===== src/rtl/dmem_access_ctrl_if.sv =====
// rtl/dmem_access_ctrl_if.sv - requester and memory-port bundle for dmem_access_ctrl
//
// Purpose: groups both requester handshakes and the single data-memory port.
// Signals:
//   rN_req/we/size/signed/addr/wdata  requester N -> controller (N = 0 CPU LSU, 1 debug/DMA)
//   rN_ack/err/rdata                  controller -> requester N
//   mem_addr/mem_wdata/mem_we         controller -> memory (word index, write word, write enable)
//   mem_rdata                         memory -> controller, combinational read of mem_addr
// Modports: slave = controller side, master = requesters plus memory side.
interface dmem_access_ctrl_if #(
   parameter int DataWidth = 32
);
   logic                 r0_req;
   logic                 r0_we;
   logic [1:0]           r0_size;
   logic                 r0_signed;
   logic [DataWidth-1:0] r0_addr;
   logic [DataWidth-1:0] r0_wdata;
   logic                 r0_ack;
   logic                 r0_err;
   logic [DataWidth-1:0] r0_rdata;

   logic                 r1_req;
   logic                 r1_we;
   logic [1:0]           r1_size;
   logic                 r1_signed;
   logic [DataWidth-1:0] r1_addr;
   logic [DataWidth-1:0] r1_wdata;
   logic                 r1_ack;
   logic                 r1_err;
   logic [DataWidth-1:0] r1_rdata;

   logic [DataWidth-1:0] mem_addr;
   logic [DataWidth-1:0] mem_wdata;
   logic                 mem_we;
   logic [DataWidth-1:0] mem_rdata;

   modport slave (
      input  r0_req, r0_we, r0_size, r0_signed, r0_addr, r0_wdata,
      output r0_ack, r0_err, r0_rdata,
      input  r1_req, r1_we, r1_size, r1_signed, r1_addr, r1_wdata,
      output r1_ack, r1_err, r1_rdata,
      output mem_addr, mem_wdata, mem_we,
      input  mem_rdata
   );

   modport master (
      output r0_req, r0_we, r0_size, r0_signed, r0_addr, r0_wdata,
      input  r0_ack, r0_err, r0_rdata,
      output r1_req, r1_we, r1_size, r1_signed, r1_addr, r1_wdata,
      input  r1_ack, r1_err, r1_rdata,
      input  mem_addr, mem_wdata, mem_we,
      output mem_rdata
   );
endinterface


===== src/rtl/dmem_access_ctrl.sv =====
// rtl/dmem_access_ctrl.sv - two-requester arbiter and access controller for word-addressed data memory
//
// Purpose: shares one memory port between requester 0 and requester 1, one access in flight.
//   Converts byte addresses to word indices, extracts/extends loads, runs read-modify-write
//   for byte/halfword stores and rejects misaligned, illegal-size or out-of-range accesses.
// Ports:
//   clk  in  clock, all state on the rising edge
//   RST  in  synchronous active-high reset
//   bus  slave modport of dmem_access_ctrl_if (requester handshakes + memory port)
module dmem_access_ctrl #(
   parameter int DataWidth  = 32,
   parameter int Depth      = 100,
   parameter bit FIXED_PRIO = 1'b0
) (
   input  logic               clk,
   input  logic               RST,
   dmem_access_ctrl_if.slave  bus
);

   typedef enum logic [1:0] {
      IDLE   = 2'd0,
      ACCESS = 2'd1,
      WRITE  = 2'd2,
      DONE   = 2'd3
   } state_e;

   localparam logic [DataWidth-1:0] DepthW = DataWidth'(Depth);

   state_e               state_q, state_d;
   logic                 gnt_q, gnt_d;
   logic                 pref_q, pref_d;
   logic                 we_q, we_d;
   logic [1:0]           size_q, size_d;
   logic                 sgn_q, sgn_d;
   logic [DataWidth-1:0] addr_q, addr_d;
   logic [DataWidth-1:0] wdata_q, wdata_d;
   logic                 err_q, err_d;
   logic [DataWidth-1:0] merged_q, merged_d;
   logic [DataWidth-1:0] rdata0_q, rdata0_d;
   logic [DataWidth-1:0] rdata1_q, rdata1_d;

   logic                 win;
   logic                 acc_err;
   logic [4:0]           sh;
   logic [DataWidth-1:0] lane;
   logic [DataWidth-1:0] lane_mask;
   logic [DataWidth-1:0] load_val;
   logic [DataWidth-1:0] merge_val;
   logic [DataWidth-1:0] word_idx;
   logic                 mem_we_raw;

   // When both request, the one not granted last wins unless requester 0 has fixed priority.
   always_comb begin
      win = 1'b0;
      if (bus.r0_req && bus.r1_req) begin
         win = FIXED_PRIO ? 1'b0 : pref_q;
      end else if (bus.r1_req) begin
         win = 1'b1;
      end
   end

   assign word_idx = {2'b00, addr_q[DataWidth-1:2]};
   assign acc_err  = (size_q == 2'b11)
                   || ((size_q == 2'b01) && addr_q[0])
                   || ((size_q == 2'b10) && (addr_q[1:0] != 2'b00))
                   || (word_idx >= DepthW);

   // Little-endian lanes: byte lane k sits at bit 8k, so one shift serves loads and merges.
   assign sh   = {addr_q[1:0], 3'b000};
   assign lane = bus.mem_rdata >> sh;

   always_comb begin
      load_val  = bus.mem_rdata;
      lane_mask = 32'h0000_FFFF << sh;
      case (size_q)
         2'b00: begin
            load_val  = {{24{sgn_q & lane[7]}}, lane[7:0]};
            lane_mask = 32'h0000_00FF << sh;
         end
         2'b01: load_val = {{16{sgn_q & lane[15]}}, lane[15:0]};
         default: ;
      endcase
      merge_val = (bus.mem_rdata & ~lane_mask) | ((wdata_q << sh) & lane_mask);
   end

   always_comb begin
      state_d    = state_q;
      gnt_d      = gnt_q;
      pref_d     = pref_q;
      we_d       = we_q;
      size_d     = size_q;
      sgn_d      = sgn_q;
      addr_d     = addr_q;
      wdata_d    = wdata_q;
      err_d      = err_q;
      merged_d   = merged_q;
      rdata0_d   = rdata0_q;
      rdata1_d   = rdata1_q;
      mem_we_raw = 1'b0;
      bus.mem_addr  = '0;
      bus.mem_wdata = '0;
      case (state_q)
         IDLE: begin
            if (bus.r0_req || bus.r1_req) begin
               gnt_d   = win;
               err_d   = 1'b0;
               we_d    = win ? bus.r1_we     : bus.r0_we;
               size_d  = win ? bus.r1_size   : bus.r0_size;
               sgn_d   = win ? bus.r1_signed : bus.r0_signed;
               addr_d  = win ? bus.r1_addr   : bus.r0_addr;
               wdata_d = win ? bus.r1_wdata  : bus.r0_wdata;
               state_d = ACCESS;
            end
         end
         ACCESS: begin
            bus.mem_addr = word_idx;
            state_d      = DONE;
            if (acc_err) begin
               err_d = 1'b1;
            end else if (!we_q) begin
               if (gnt_q) rdata1_d = load_val;
               else       rdata0_d = load_val;
            end else if (size_q == 2'b10) begin
               mem_we_raw    = 1'b1;
               bus.mem_wdata = wdata_q;
            end else begin
               // Sub-word store: the read half of the RMW happens now, the write next cycle.
               merged_d = merge_val;
               state_d  = WRITE;
            end
         end
         WRITE: begin
            bus.mem_addr  = word_idx;
            bus.mem_wdata = merged_q;
            mem_we_raw    = 1'b1;
            state_d       = DONE;
         end
         DONE: begin
            pref_d  = ~gnt_q;
            state_d = IDLE;
         end
         default: state_d = IDLE;
      endcase
   end

   // Reset must block a write even in the middle of an RMW, so gate combinationally.
   assign bus.mem_we   = mem_we_raw & ~RST;
   assign bus.r0_ack   = (state_q == DONE) && !gnt_q;
   assign bus.r1_ack   = (state_q == DONE) &&  gnt_q;
   assign bus.r0_err   = bus.r0_ack && err_q;
   assign bus.r1_err   = bus.r1_ack && err_q;
   assign bus.r0_rdata = rdata0_q;
   assign bus.r1_rdata = rdata1_q;

   always_ff @(posedge clk) begin
      if (RST) begin
         state_q  <= IDLE;
         gnt_q    <= 1'b0;
         pref_q   <= 1'b0;
         we_q     <= 1'b0;
         size_q   <= 2'b00;
         sgn_q    <= 1'b0;
         addr_q   <= '0;
         wdata_q  <= '0;
         err_q    <= 1'b0;
         merged_q <= '0;
         rdata0_q <= '0;
         rdata1_q <= '0;
      end else begin
         state_q  <= state_d;
         gnt_q    <= gnt_d;
         pref_q   <= pref_d;
         we_q     <= we_d;
         size_q   <= size_d;
         sgn_q    <= sgn_d;
         addr_q   <= addr_d;
         wdata_q  <= wdata_d;
         err_q    <= err_d;
         merged_q <= merged_d;
         rdata0_q <= rdata0_d;
         rdata1_q <= rdata1_d;
      end
   end

endmodule

===== src/flat_wrapper.sv =====
// flat-port wrapper written by rule: the top's interface ports become plain ports
module dmem_access_ctrl_flat 
#(
   parameter int DataWidth  = 32,
   parameter int Depth      = 100,
   parameter bit FIXED_PRIO = 1'b0
)
  (clk, RST, bus_r0_req, bus_r0_we, bus_r0_size, bus_r0_signed, bus_r0_addr, bus_r0_wdata, bus_r0_ack, bus_r0_err, bus_r0_rdata, bus_r1_req, bus_r1_we, bus_r1_size, bus_r1_signed, bus_r1_addr, bus_r1_wdata, bus_r1_ack, bus_r1_err, bus_r1_rdata, bus_mem_addr, bus_mem_wdata, bus_mem_we, bus_mem_rdata);
  dmem_access_ctrl_if #(.DataWidth(DataWidth)) bus_i ();
  input  logic clk;
  input  logic RST;
  input wire logic [$bits(bus_i.r0_req)-1:0] bus_r0_req;
  input wire logic [$bits(bus_i.r0_we)-1:0] bus_r0_we;
  input wire logic [$bits(bus_i.r0_size)-1:0] bus_r0_size;
  input wire logic [$bits(bus_i.r0_signed)-1:0] bus_r0_signed;
  input wire logic [$bits(bus_i.r0_addr)-1:0] bus_r0_addr;
  input wire logic [$bits(bus_i.r0_wdata)-1:0] bus_r0_wdata;
  output wire logic [$bits(bus_i.r0_ack)-1:0] bus_r0_ack;
  output wire logic [$bits(bus_i.r0_err)-1:0] bus_r0_err;
  output wire logic [$bits(bus_i.r0_rdata)-1:0] bus_r0_rdata;
  input wire logic [$bits(bus_i.r1_req)-1:0] bus_r1_req;
  input wire logic [$bits(bus_i.r1_we)-1:0] bus_r1_we;
  input wire logic [$bits(bus_i.r1_size)-1:0] bus_r1_size;
  input wire logic [$bits(bus_i.r1_signed)-1:0] bus_r1_signed;
  input wire logic [$bits(bus_i.r1_addr)-1:0] bus_r1_addr;
  input wire logic [$bits(bus_i.r1_wdata)-1:0] bus_r1_wdata;
  output wire logic [$bits(bus_i.r1_ack)-1:0] bus_r1_ack;
  output wire logic [$bits(bus_i.r1_err)-1:0] bus_r1_err;
  output wire logic [$bits(bus_i.r1_rdata)-1:0] bus_r1_rdata;
  output wire logic [$bits(bus_i.mem_addr)-1:0] bus_mem_addr;
  output wire logic [$bits(bus_i.mem_wdata)-1:0] bus_mem_wdata;
  output wire logic [$bits(bus_i.mem_we)-1:0] bus_mem_we;
  input wire logic [$bits(bus_i.mem_rdata)-1:0] bus_mem_rdata;
  assign bus_i.r0_req = bus_r0_req;
  assign bus_i.r0_we = bus_r0_we;
  assign bus_i.r0_size = bus_r0_size;
  assign bus_i.r0_signed = bus_r0_signed;
  assign bus_i.r0_addr = bus_r0_addr;
  assign bus_i.r0_wdata = bus_r0_wdata;
  assign bus_r0_ack = bus_i.r0_ack;
  assign bus_r0_err = bus_i.r0_err;
  assign bus_r0_rdata = bus_i.r0_rdata;
  assign bus_i.r1_req = bus_r1_req;
  assign bus_i.r1_we = bus_r1_we;
  assign bus_i.r1_size = bus_r1_size;
  assign bus_i.r1_signed = bus_r1_signed;
  assign bus_i.r1_addr = bus_r1_addr;
  assign bus_i.r1_wdata = bus_r1_wdata;
  assign bus_r1_ack = bus_i.r1_ack;
  assign bus_r1_err = bus_i.r1_err;
  assign bus_r1_rdata = bus_i.r1_rdata;
  assign bus_mem_addr = bus_i.mem_addr;
  assign bus_mem_wdata = bus_i.mem_wdata;
  assign bus_mem_we = bus_i.mem_we;
  assign bus_i.mem_rdata = bus_mem_rdata;
  dmem_access_ctrl #(.DataWidth(DataWidth), .Depth(Depth), .FIXED_PRIO(FIXED_PRIO)) u_core (.clk(clk), .RST(RST), .bus(bus_i));
endmodule

===== config.mk =====
export PLATFORM = sky130hd
export DESIGN_NAME = dmem_access_ctrl_flat
export DESIGN_NICKNAME = d
export VERILOG_FILES = /design/src/rtl/dmem_access_ctrl_if.sv /design/src/rtl/dmem_access_ctrl.sv /design/src/flat_wrapper.sv
export SDC_FILE = /design/constraint.sdc
export NUM_CORES = 1
export LEC_CHECK = 0
export BUFFER_PORTS_ARGS = -buffer_cell sky130_fd_sc_hd__buf_2
export CAP_MARGIN = 20
export CORE_MARGIN = 5
export CORE_UTILIZATION = 45
export DETAILED_ROUTE_END_ITERATION = 10
export PLACE_DENSITY = 0.79
export SYNTH_ARGS = -nofsm -noshare
export SYNTH_HDL_FRONTEND = slang
export SYNTH_SLANG_ARGS = --single-unit

===== constraint.sdc =====
create_clock -name clk -period 2.1 [get_ports clk]
set_input_delay 0.21 -clock clk [delete_from_list [all_inputs] [get_ports clk]]
set_output_delay 0.21 -clock clk [all_outputs]
set_load 0.01 [all_outputs]

==> results.py, run 1 <==
metrics = {
    "status": {
        "status": "finished with violations",
        "violations": "setup timing",
    },
    "global_route": {
        "grt_first_pass_wirelength_um": 47530,
        "antenna_found_initial": 4,
        "busiest_layer": "met2",
        "grtUsageTotal": 0.2673,
        "grt_max_degree": 75,
        "grt_pass1_vias": 8762,
        "grt_util_met2": 0.4267,
        "grt_remaining_overflow": 0,
        "use_met3": 0.05784,
        "use_met1": 0.3535,
    },
    "clock_tree": {
        "htree_levels": 4,
        "clk_pin_slew_ns": 0.07,
        "cts_tree": "done",
        "cts_max_path_buffers": 2,
        "cts_made_buffers": 17,
        "insertion_delay_ns": 0.43,
        "ctsHoldBuffers": 0,
        "root_buffer": "clkbuf_16",
        "clock-sinks": 169,
    },
    "place": {
        "io_buffers": 302,
        "dp_cells": 1584,
        "detailed_place_hpwl_um": 21690,
        "gp_congestion": 0.8687,
        "place_ws_ns": -0.1718,
    },
    "yosys": {
        "synth_seq_cells": 169,
        "syn_area_sq_um": 8815,
        "avgSynthCellArea_sq_um": 8.269,
        "async_flop_share": 0,
        "ys_seq_area_frac": 0.3838,
        "yosysMostFrequentCell": "dfxtp_1",
        "ys.flop_type": "dfxtp_1",
        "synthCells": 1066,
        "yosysWarnings": 0,
        "yosys-top-cells-count": "dfxtp_1 (169), nor2_1 (165), nand2_1 (156)",
        "yosys.area.top_type": "dfxtp_1",
        "synth_area_leaders": "dfxtp_1 (38%), mux2i_1 (10%), nor2_1 (7.0%)",
        "yosysTopAreaCellShare": 0.3838,
        "synth_edf_count": 0,
        "ys_types": 50,
    },
    "finish": {
        "layout-area-overhead-vs-synth_pct": 38.52,
        "nNetsFinal": 1544,
        "fin_cells": 1650,
        "nFillCells": 1663,
        "drive_above_1_share": 0.3621,
        "fin_util": 0.6295,
    },
    "sta": {
        "fin_skew_ns": 0.006969,
        "setup_viol_count_final": 74,
        "worst_slack_ns": -0.4783,
        "worst_slew_pin_slew_ns": 0.9857,
        "fin_crit_sh": 1.228,
        "rsz0062_at_grt": "yes",
        "drv_slew": 0,
        "maxSlewHeadroom": 0.3415,
        "finalHoldViolCount": 0,
        "period_needed_ns": 2.578,
        "fmax_ghz": 0.3879,
    },
    "setup_path": {
        "crit_buf_inv": 5,
        "slowest_delay_ns": 0.36,
        "crit_path_end_kind": "output port",
        "crit_top_cell": "nor4_4",
        "cp-start-kind": "flip-flop",
        "path_class": "flip-flop to output port",
        "crit_slowest_cell": "dfxtp_4",
        "cp_data_required_time_ns": 1.89,
        "critPathTopFamily": "simple AND/OR/NAND/NOR gates",
        "path_cells": "nor4_4 -> buf_4 -> nand3_4 -> nor4_4 -> buf_6 -> buf_12 -> buf_16 -> a22oi_2 -> nor2b_1 -> buf_2",
        "arrival_ns": 2.37,
        "critPathMaxFanout": 7,
    },
    "detailed_routing": {
        "dr.first_iter.drc_count": 783,
        "routed_wl_um": 32730,
        "post-route-drc-count": 0,
        "vias_per_cell": 5.633,
        "dr.pass1.iters": 5,
        "post_drt_wl_per_cell_um": 19.84,
        "vias": 9295,
        "ant_nets": 0,
    },
    "floorplan": {
        "pin_count": 305,
        "dieArea_sq_um": 22490,
        "core-area_sq_um": 19400,
        "row_count": 51,
        "die_h_um": 150.0,
        "fp.dieW_um": 150.0,
        "initial_core_util": 0.4544,
    },
    "power": {
        "power_leakage_uw": 0.005107,
        "ir_worst_vdd_v": 0.0007112,
        "powerDensity_nw_per_um2": 1100,
    },
    "worst_hold_path": {
        "hold_path.class": "primary input to flip-flop",
    },
    "flow_run": {
        "cap_violations": 0,
    },
}
## stage by stage
stage	power [uW]	cell area [sq um]	setup TNS [ns]	hold slack, ns
floorplan	7830	8818	0	0.3690
global placement	9550	10730	-0.1901	0.4585
detailed placement	9665	10730	-2.210	0.4672
CTS	13090	11740	-13.55	0.01836
global route	14120	12210	-27.44	0.03466
finish	13430	12210	-16.57	0.03443
## path summary, 6_finish.rpt
| kind | startpoint | endpoint | slack (ns) | depth (start not counted) |
|---|---|---|---|---|
| worst max-delay path | u_core.addr_q[22] | bus_mem_wdata[30] | -0.48 | 10 |
| worst min-delay path | bus_r0_addr[12] | u_core.addr_q[12] | 0.03 | 3 |
| worst max register to register | u_core.addr_q[22] | u_core.merged_q[22] | -0.11 | 10 |
| worst min register to register | u_core.merged_q[11] | u_core.merged_q[11] | 0.48 | 2 |
## layout make-up
| cell class | instances | area [sq um] | area share |
|---|---|---|---|
| Multi-Input combinational cell | 792 | 5254 | 0.4303 |
| Clock buffer | 17 | 425.4 | 0.03484 |
| Inverter | 5 | 18.77 | 0.001537 |
| Antenna cell | 4 | 10.01 | 0.0008198 |
| Clock inverter | 15 | 165.2 | 0.01353 |
| Sequential cell | 169 | 3393 | 0.2779 |
| Timing Repair Buffer | 383 | 2613 | 0.2140 |
| Tap cell | 265 | 331.6 | 0.02715 |
## registers in the layout, indices dropped and copies added, names as in the netlist, 2 cells and up
register / flops
u_core.addr_q: 32
u_core.bus.r0_rdata: 32
u_core.bus.r1_rdata: 32
u_core.merged_q: 32
u_core.size_q: 2
u_core.state_q: 2
u_core.wdata_q: 32
## worst reg2reg max path: cells and delay by family (launching register included)
family | cells | cell delay (ns)
flops | 1 | 0.36
mux | 1 | 0.18
simple gates | 4 | 0.67
buf+inv | 5 | 0.87
## cells in the final DEF, fill, tap and decap left out, drive strengths merged, types with 3 or more instances in the layout
master and instances:
and2 32, a311oi 68, nor4 9, o21ai 10
nand2b 21, buf 372, a211oi 40, mux2 8
a2bb2oi 7, dfxtp 169, nor2b 43, clkbuf 28
mux2i 88, clkinv 5, o2bb2ai 8, diode 4
ha 4, nand2 156, a21oi 37, nor3b 3
o211ai 15, inv 11, nor2 166, a22oi 33
nor3 5, nand3 3, a31o 7, nand3b 9
## kinds of logic (layout without fill, tap and decap cells)
family                     count (synthesis)  in the layout  share of synthesized area
AOI/OAI and AO/OA                        235            235                     0.2038
adders and majority gates                  4              4                   0.005678
buffers and inverters                    106            420                    0.05266
DFF                                      169            169                     0.3838
muxes                                     97             97                     0.1127
other                                      1              6                  0.0004254
and+or+nand+nor                          454            454                     0.2409
## power by group
part	switching, uW	leakage [uW]	internal, uW	total (uW)
registers	657	0.00138	3760	4410
clock network	1440	0.000288	1780	3220
logic	3280	0.00344	2520	5800
## layer usage
layer,part of all wire,wire (um)
met1,0.41,13390
met2,0.47,15420
met3,0.081,2636
met4,0.039,1269
met5,0.00064,21
## timing repair
action / CTS / global route
setup buffers: 8 / 3
pin swaps: 6 / 29
gates resized for setup: 42 / 40
cloned: 6 / 15
setup endpoints to repair: 131 / 153
Power figures use the tool's default switching activity.
==> run 2: changes to the inputs <==
--- a/config.mk
+++ b/config.mk
@@ -7,6 +7,7 @@
 export LEC_CHECK = 0
 export BUFFER_PORTS_ARGS = -buffer_cell sky130_fd_sc_hd__buf_2
 export CAP_MARGIN = 20
+export CORE_ASPECT_RATIO = 1.75
 export CORE_MARGIN = 5
 export CORE_UTILIZATION = 45
 export DETAILED_ROUTE_END_ITERATION = 10
==> run 2 against run 1 <==
Effect of this change:
- fmax increased by 3.1%
- largest cell class unchanged
- count of clock-buffer cells in the layout increased by 5
- the flow still finishes with violations (setup timing)
- highest routed layer is now met4
- cell count decreased by 0.85%
- design area increased by 1.5%
- flip-flop and latch count unchanged
- clock power increased by 13%
- die area increased by 0.49%
==> results.py, run 2 (same netlist as run 1, synthesis figures left out) <==
metrics = {
    "detailed_routing": {
        "dr.first_iter.drc_count": 735,
        "post-route-drc-count": 0,
        "routed_wl_um": 33220,
        "ant_nets": 0,
        "dr.pass1.iters": 6,
        "vias": 9325,
        "post_drt_wl_per_cell_um": 20.30,
        "vias_per_cell": 5.700,
    },
    "status": {
        "violations": "setup timing",
        "status": "finished with violations",
    },
    "clock_tree": {
        "cts_tree": "done",
        "cts_max_path_buffers": 2,
        "root_buffer": "clkbuf_16",
        "insertion_delay_ns": 0.43,
        "clock-sinks": 169,
        "cts_made_buffers": 17,
        "clk_pin_slew_ns": 0.07,
        "htree_levels": 4,
    },
    "global_route": {
        "grt_max_degree": 75,
        "grtUsageTotal": 0.2661,
        "grt_pass1_vias": 9069,
        "antenna_found_initial": 4,
        "grt_remaining_overflow": 0,
        "grt_first_pass_wirelength_um": 47400,
    },
    "floorplan": {
        "row_count": 67,
        "initial_core_util": 0.4592,
        "pin_count": 305,
        "dieArea_sq_um": 22600,
        "die_h_um": 195.1,
        "core-area_sq_um": 19200,
        "fp.dieW_um": 115.8,
    },
    "power": {
        "powerDensity_nw_per_um2": 1159,
        "intPower_uw": 8889,
        "power.switching_uw": 5463,
        "ir_worst_vdd_v": 0.0007086,
        "p_seq_frac": 0.307,
        "swShare": 0.3806,
        "clkPwrFrac": 0.253,
        "power_leakage_uw": 0.005217,
        "pwr-share-comb": 0.440,
        "finalPower_uw": 14350,
    },
    "setup_path": {
        "crit_top_cell": "nor4_4",
        "crit_slowest_cell": "nor4_4",
        "slowest_delay_ns": 0.37,
        "path_cells": "nor4_4 -> nand4_4 -> nor4_4 -> buf_6 -> buf_12 -> a22oi_2 -> nor2b_2 -> buf_2",
        "crit_buf_inv": 3,
        "cp-start-kind": "flip-flop",
        "critPathTopFamily": "simple AND/OR/NAND/NOR gates",
        "arrival_ns": 2.29,
        "cp_data_required_time_ns": 1.89,
        "critPathMaxFanout": 5,
        "crit_path_end_kind": "output port",
        "rr_startpoint": "u_core.addr_q[17]",
        "path_class": "flip-flop to output port",
        "worstSetupStartpoint": "u_core.addr_q[17]",
    },
    "sta": {
        "finalHoldViolCount": 0,
        "period_needed_ns": 2.501,
        "fmax_ghz": 0.3998,
        "maxSlewHeadroom": 0.3241,
        "drv_slew": 0,
        "worst_slack_ns": -0.4014,
        "rsz0062_at_grt": "yes",
        "fin_crit_sh": 1.191,
        "fin_setup_tns_ns": -14.07,
        "fin_skew_ns": 0.01318,
        "setup_viol_count_final": 80,
        "worst_slew_pin_slew_ns": 1.012,
    },
    "place": {
        "detailed_place_hpwl_um": 22360,
        "gp_congestion": 0.9261,
        "io_buffers": 302,
        "dp_cells": 1570,
    },
    "worst_hold_path": {
        "hold_path.class": "primary input to flip-flop",
        "min-delay-start": "bus_r1_addr[28]",
    },
    "finish": {
        "layout-area-overhead-vs-synth_pct": 40.54,
        "register_area_sq_um": 3392,
        "fin_cells": 1636,
        "multi_input_area_sq_um": 5249,
        "fin_util": 0.6453,
        "drive_above_1_share": 0.3666,
        "final_common_cell": "buf_2",
        "nNetsFinal": 1554,
        "final_cell_mix": "buf_2 (300), nor2_1 (165), dfxtp_1 (162)",
        "nFillCells": 1615,
    },
    "flow_run": {
        "cap_violations": 0,
    },
}
==> run 2: through the flow <==
step | setup WS (ns) | cell area, sq um | hold WS, ns
floorplan | 0.03394 | 8818 | 0.3690
global placement | -0.09288 | 10810 | 0.4579
detailed placement | -0.1212 | 10810 | 0.4643
CTS | -0.3817 | 11890 | 0.02624
global route | -0.4862 | 12390 | 0.03866
finish | -0.4014 | 12390 | 0.03549
==> run 2: power groups by stage <==
stage               Combinational [uW]  Clock [uW]  Sequential [uW]
floorplan                         3700           0             4130
global placement                  5430           0             4340
detailed placement                5510           0             4370
CTS                               5830        3660             4340
global route                      6840        3790             4450
finish                            6320        3630             4400
==> run 2: worst paths after layout <==
check / end / depth (start not counted) / slack [ns]
max reg2reg: u_core.merged_q[31] / 10 / -0.15
max: bus_mem_wdata[1] / 8 / -0.40
min: u_core.addr_q[28] / 3 / 0.04
min reg2reg: u_core.bus.r0_rdata[15] / 2 / 0.48
==> run 2: final cells by class <==
type	instances	share of cell area
well taps	241	0.02434
multi-input cells	792	0.4237
clock buffers	22	0.03747
clock inverters	10	0.01727
diodes	4	0.0008080
inverters	5	0.001515
flip-flops and latches	169	0.2738
repair buffers	393	0.2211
==> run 2: tightest hold or removal path, cell delays in order <==
cell,delay [ns]
buf_2,0.09
nand2_1,0.04
a311oi_1,0.07
==> run 2: routing by layer <==
metal,GRT usage,wire (um),vias to the layer above
met3,0.04491,2200,130
met4,0.1682,2056,0
met1,0.2863,11440,4322
li1,-,-,4406
met5,0,0,-
met2,0.4696,17520,467
==> run 2: repair_timing <==
action                     CTS  global route
setup buffers                8             5
gates cloned                 7            14
hold buffers                 0             0
gates resized for setup     28            53
setup endpoints to repair  135           159
pin swaps                    8            28
==> run 3: changes to the inputs <==
--- a/config.mk
+++ b/config.mk
@@ -5,13 +5,15 @@
 export SDC_FILE = /design/constraint.sdc
 export NUM_CORES = 1
 export LEC_CHECK = 0
-export BUFFER_PORTS_ARGS = -buffer_cell sky130_fd_sc_hd__buf_2
 export CAP_MARGIN = 20
-export CORE_ASPECT_RATIO = 1.75
+export CELL_PAD_IN_SITES_DETAIL_PLACEMENT = 0
+export CELL_PAD_IN_SITES_GLOBAL_PLACEMENT = 1
+export CORE_ASPECT_RATIO = 0.6
 export CORE_MARGIN = 5
 export CORE_UTILIZATION = 45
 export DETAILED_ROUTE_END_ITERATION = 10
-export PLACE_DENSITY = 0.79
+export DONT_BUFFER_PORTS = 1
+export PLACE_DENSITY = 0.84
 export SYNTH_ARGS = -nofsm -noshare
 export SYNTH_HDL_FRONTEND = slang
 export SYNTH_SLANG_ARGS = --single-unit
==> run 3 against run 2 <==
Effect of this change:
- the flow finishes with violations (hold timing, setup timing)
- count of clock-buffer cells in the layout decreased by 1
- register-to-register slack got worse by 0.25 ns
- routed wire length down 3.0%
- global-route usage shrank 0.99 points
- combinational power shrank 12%
- worst hold slack worse by 0.17 ns
- flip-flop and latch count is the same
- via count shrank 11%
- fmax decreased by 3.7%
- sequential share of layout area up 2.0 points
- power down 10%
- sequential power rose by 1%
- critical path type unchanged
- critical endpoint unchanged
- largest power group unchanged
- highest routed layer unchanged
==> results.py, run 3 (same netlist as run 1, synthesis figures left out) <==
metrics = {
    "status": {
        "status": "finished with violations",
        "violations": "hold timing, setup timing",
    },
    "place": {
        "gp_congestion": 0.8305,
        "detailed_place_hpwl_um": 20900,
        "io_buffers": 0,
    },
    "finish": {
        "register_area_sq_um": 3392,
        "nNetsFinal": 1293,
        "multi_input_area_sq_um": 5613,
        "final_common_cell": "dfxtp_1",
        "fin_util": 0.6028,
        "final_cell_mix": "dfxtp_1 (162), nand2_1 (156), nor2_1 (134)",
        "n_antenna_cell": 0,
        "nFillCells": 1643,
        "drive_above_1_share": 0.2752,
        "layout-area-overhead-vs-synth_pct": 30.82,
    },
    "sta": {
        "fin_crit_sh": 1.237,
        "whs_ns": -0.1365,
        "drv_slew": 0,
        "fmax_ghz": 0.3850,
        "finalHoldViolCount": 112,
        "fin_setup_tns_ns": -40.40,
        "worst_slack_ns": -0.4973,
        "setup_viol_count_final": 131,
        "fin_skew_ns": 0.01138,
        "period_needed_ns": 2.597,
        "worst_slew_pin_slew_ns": 0.9809,
        "rsz0062_at_grt": "yes",
        "maxSlewHeadroom": 0.3447,
    },
    "detailed_routing": {
        "ant_nets": 0,
        "vias": 8281,
        "vias_per_cell": 5.932,
        "post-route-drc-count": 0,
        "dr.pass1.iters": 5,
        "routed_wl_um": 32210,
        "dr.first_iter.drc_count": 600,
        "post_drt_wl_per_cell_um": 23.07,
    },
    "flow_run": {
        "cap_violations": 0,
    },
    "floorplan": {
        "initial_core_util": 0.4608,
        "fp.dieW_um": 190.7,
        "pin_count": 305,
        "core-area_sq_um": 19130,
        "row_count": 39,
        "dieArea_sq_um": 22580,
        "die_h_um": 118.4,
    },
    "power": {
        "intPower_uw": 7679,
        "clkPwrFrac": 0.224,
        "power.switching_uw": 5196,
        "powerDensity_nw_per_um2": 1117,
        "swShare": 0.4036,
        "pwr-share-comb": 0.430,
        "p_seq_frac": 0.346,
        "finalPower_uw": 12870,
        "ir_worst_vdd_v": 0.0008887,
        "power_leakage_uw": 0.004115,
    },
    "setup_path": {
        "crit_slowest_cell": "dfxtp_2",
        "slowest_delay_ns": 0.34,
        "cp_data_required_time_ns": 1.89,
        "crit_buf_inv": 4,
        "arrival_ns": 2.39,
        "critPathMaxFanout": 4,
        "crit_path_end_kind": "output port",
        "path_class": "flip-flop to output port",
        "cp-start-kind": "flip-flop",
        "critPathTopFamily": "simple AND/OR/NAND/NOR gates",
        "path_cells": "nor4_4 -> buf_4 -> nand3_4 -> nor4_4 -> buf_6 -> clkbuf_16 -> a22oi_2 -> nor2b_1 -> buf_4",
    },
    "clock_tree": {
        "cts_tree": "done",
        "htree_levels": 4,
        "clock-sinks": 169,
        "root_buffer": "clkbuf_16",
        "cts_made_buffers": 17,
        "clk_pin_slew_ns": 0.07,
        "ctsHoldBuffers": 6,
        "cts_max_path_buffers": 2,
        "insertion_delay_ns": 0.43,
    },
    "global_route": {
        "grt_max_degree": 173,
        "antenna_found_initial": 0,
        "grt_first_pass_wirelength_um": 45650,
        "grtUsageTotal": 0.2561,
        "grt_pass1_vias": 7633,
        "grt_remaining_overflow": 0,
    },
    "worst_hold_path": {
        "hold_path.class": "primary input to flip-flop",
    },
}
-- run 3: cell count changes in the layout (fill, tap and decap cells not counted), moves of 15 or more --
cell / previous run / this run
buf_2: 300 / 0
nor2_4: 0 / 24
buf_4: 51 / 69
a22oi_2: 17 / 32
nor2_1: 165 / 134
a22oi_1: 16 / 1
-- run 3: cell type report --
| cell class | instances | share of cell area |
|---|---|---|
| clock buffer | 21 | 0.03906 |
| clock inverter | 11 | 0.006619 |
| inverter | 5 | 0.001628 |
| multi-input combinational | 792 | 0.4868 |
| sequential | 169 | 0.2942 |
| tap | 266 | 0.02886 |
| timing repair buffer | 132 | 0.1429 |
-- run 3: what timing repair did --
item                                   CTS  global route
cloned                                   9            14
resized for setup                       15           164
pin swaps                                8            54
setup endpoints to repair              129           158
setup buffers                            9            16
endpoints found under the hold margin  169           163
-- run 3: per-layer routing --
| layer | up-vias | GRT usage | share of wire |
|---|---|---|---|
| met4 | 0 | 0.05919 | 0.015 |
| met2 | 358 | 0.3506 | 0.41 |
| met3 | 34 | 0.09988 | 0.11 |
| li1 | 3883 | - | - |
| met1 | 4006 | 0.3778 | 0.47 |
| met5 | - | 0 | 0 |
-- run 3: power groups by stage --
stage	combinational, uW	sequential [uW]	clock, uW
detailed placement	5040	4380	0
global placement	4980	4380	0
global route	6000	4510	3080
CTS	5180	4360	2930
finish	5540	4450	2890
floorplan	3700	4130	0
-- run 3: worst paths after layout --
| kind | startpoint | end | slack [ns] | depth (start not counted) |
|---|---|---|---|---|
| worst min-delay path | RST | u_core.addr_q[11] | -0.14 | 1 |
| worst min register to register | u_core.merged_q[15] | u_core.merged_q[15] | 0.49 | 2 |
| worst max-delay path | u_core.addr_q[20] | bus_mem_wdata[1] | -0.50 | 9 |
| worst max register to register | u_core.addr_q[16] | u_core.bus.r1_rdata[12] | -0.40 | 12 |
-- run 3: metrics by stage --
| stage | instance area [sq um] | setup slack, ns | hold slack, ns | instances |
|---|---|---|---|---|
| after floorplan | 8818 | 0.03394 | 0.3690 | 1067 |
| after global placement | 9487 | -0.1922 | 0.3044 | 1312 |
| after detailed placement | 9487 | -0.1999 | 0.3065 | 1312 |
| after CTS | 10480 | -0.4973 | -0.1556 | 1368 |
| after global routing | 11530 | -0.6000 | -0.1612 | 1396 |
| final | 11530 | -0.4973 | -0.1365 | 1396 |
-- run 3: worst reg2reg max path: stages (launching register included) --
cell,delay [ns]
dfxtp_2,0.34
nor4_4,0.36
nand4_2,0.19
buf_6,0.17
buf_6,0.10
buf_6,0.11
buf_8,0.12
nor4_4,0.32
buf_6,0.16
buf_6,0.12
clkbuf_16,0.17
mux2i_1,0.19
nor2_1,0.05
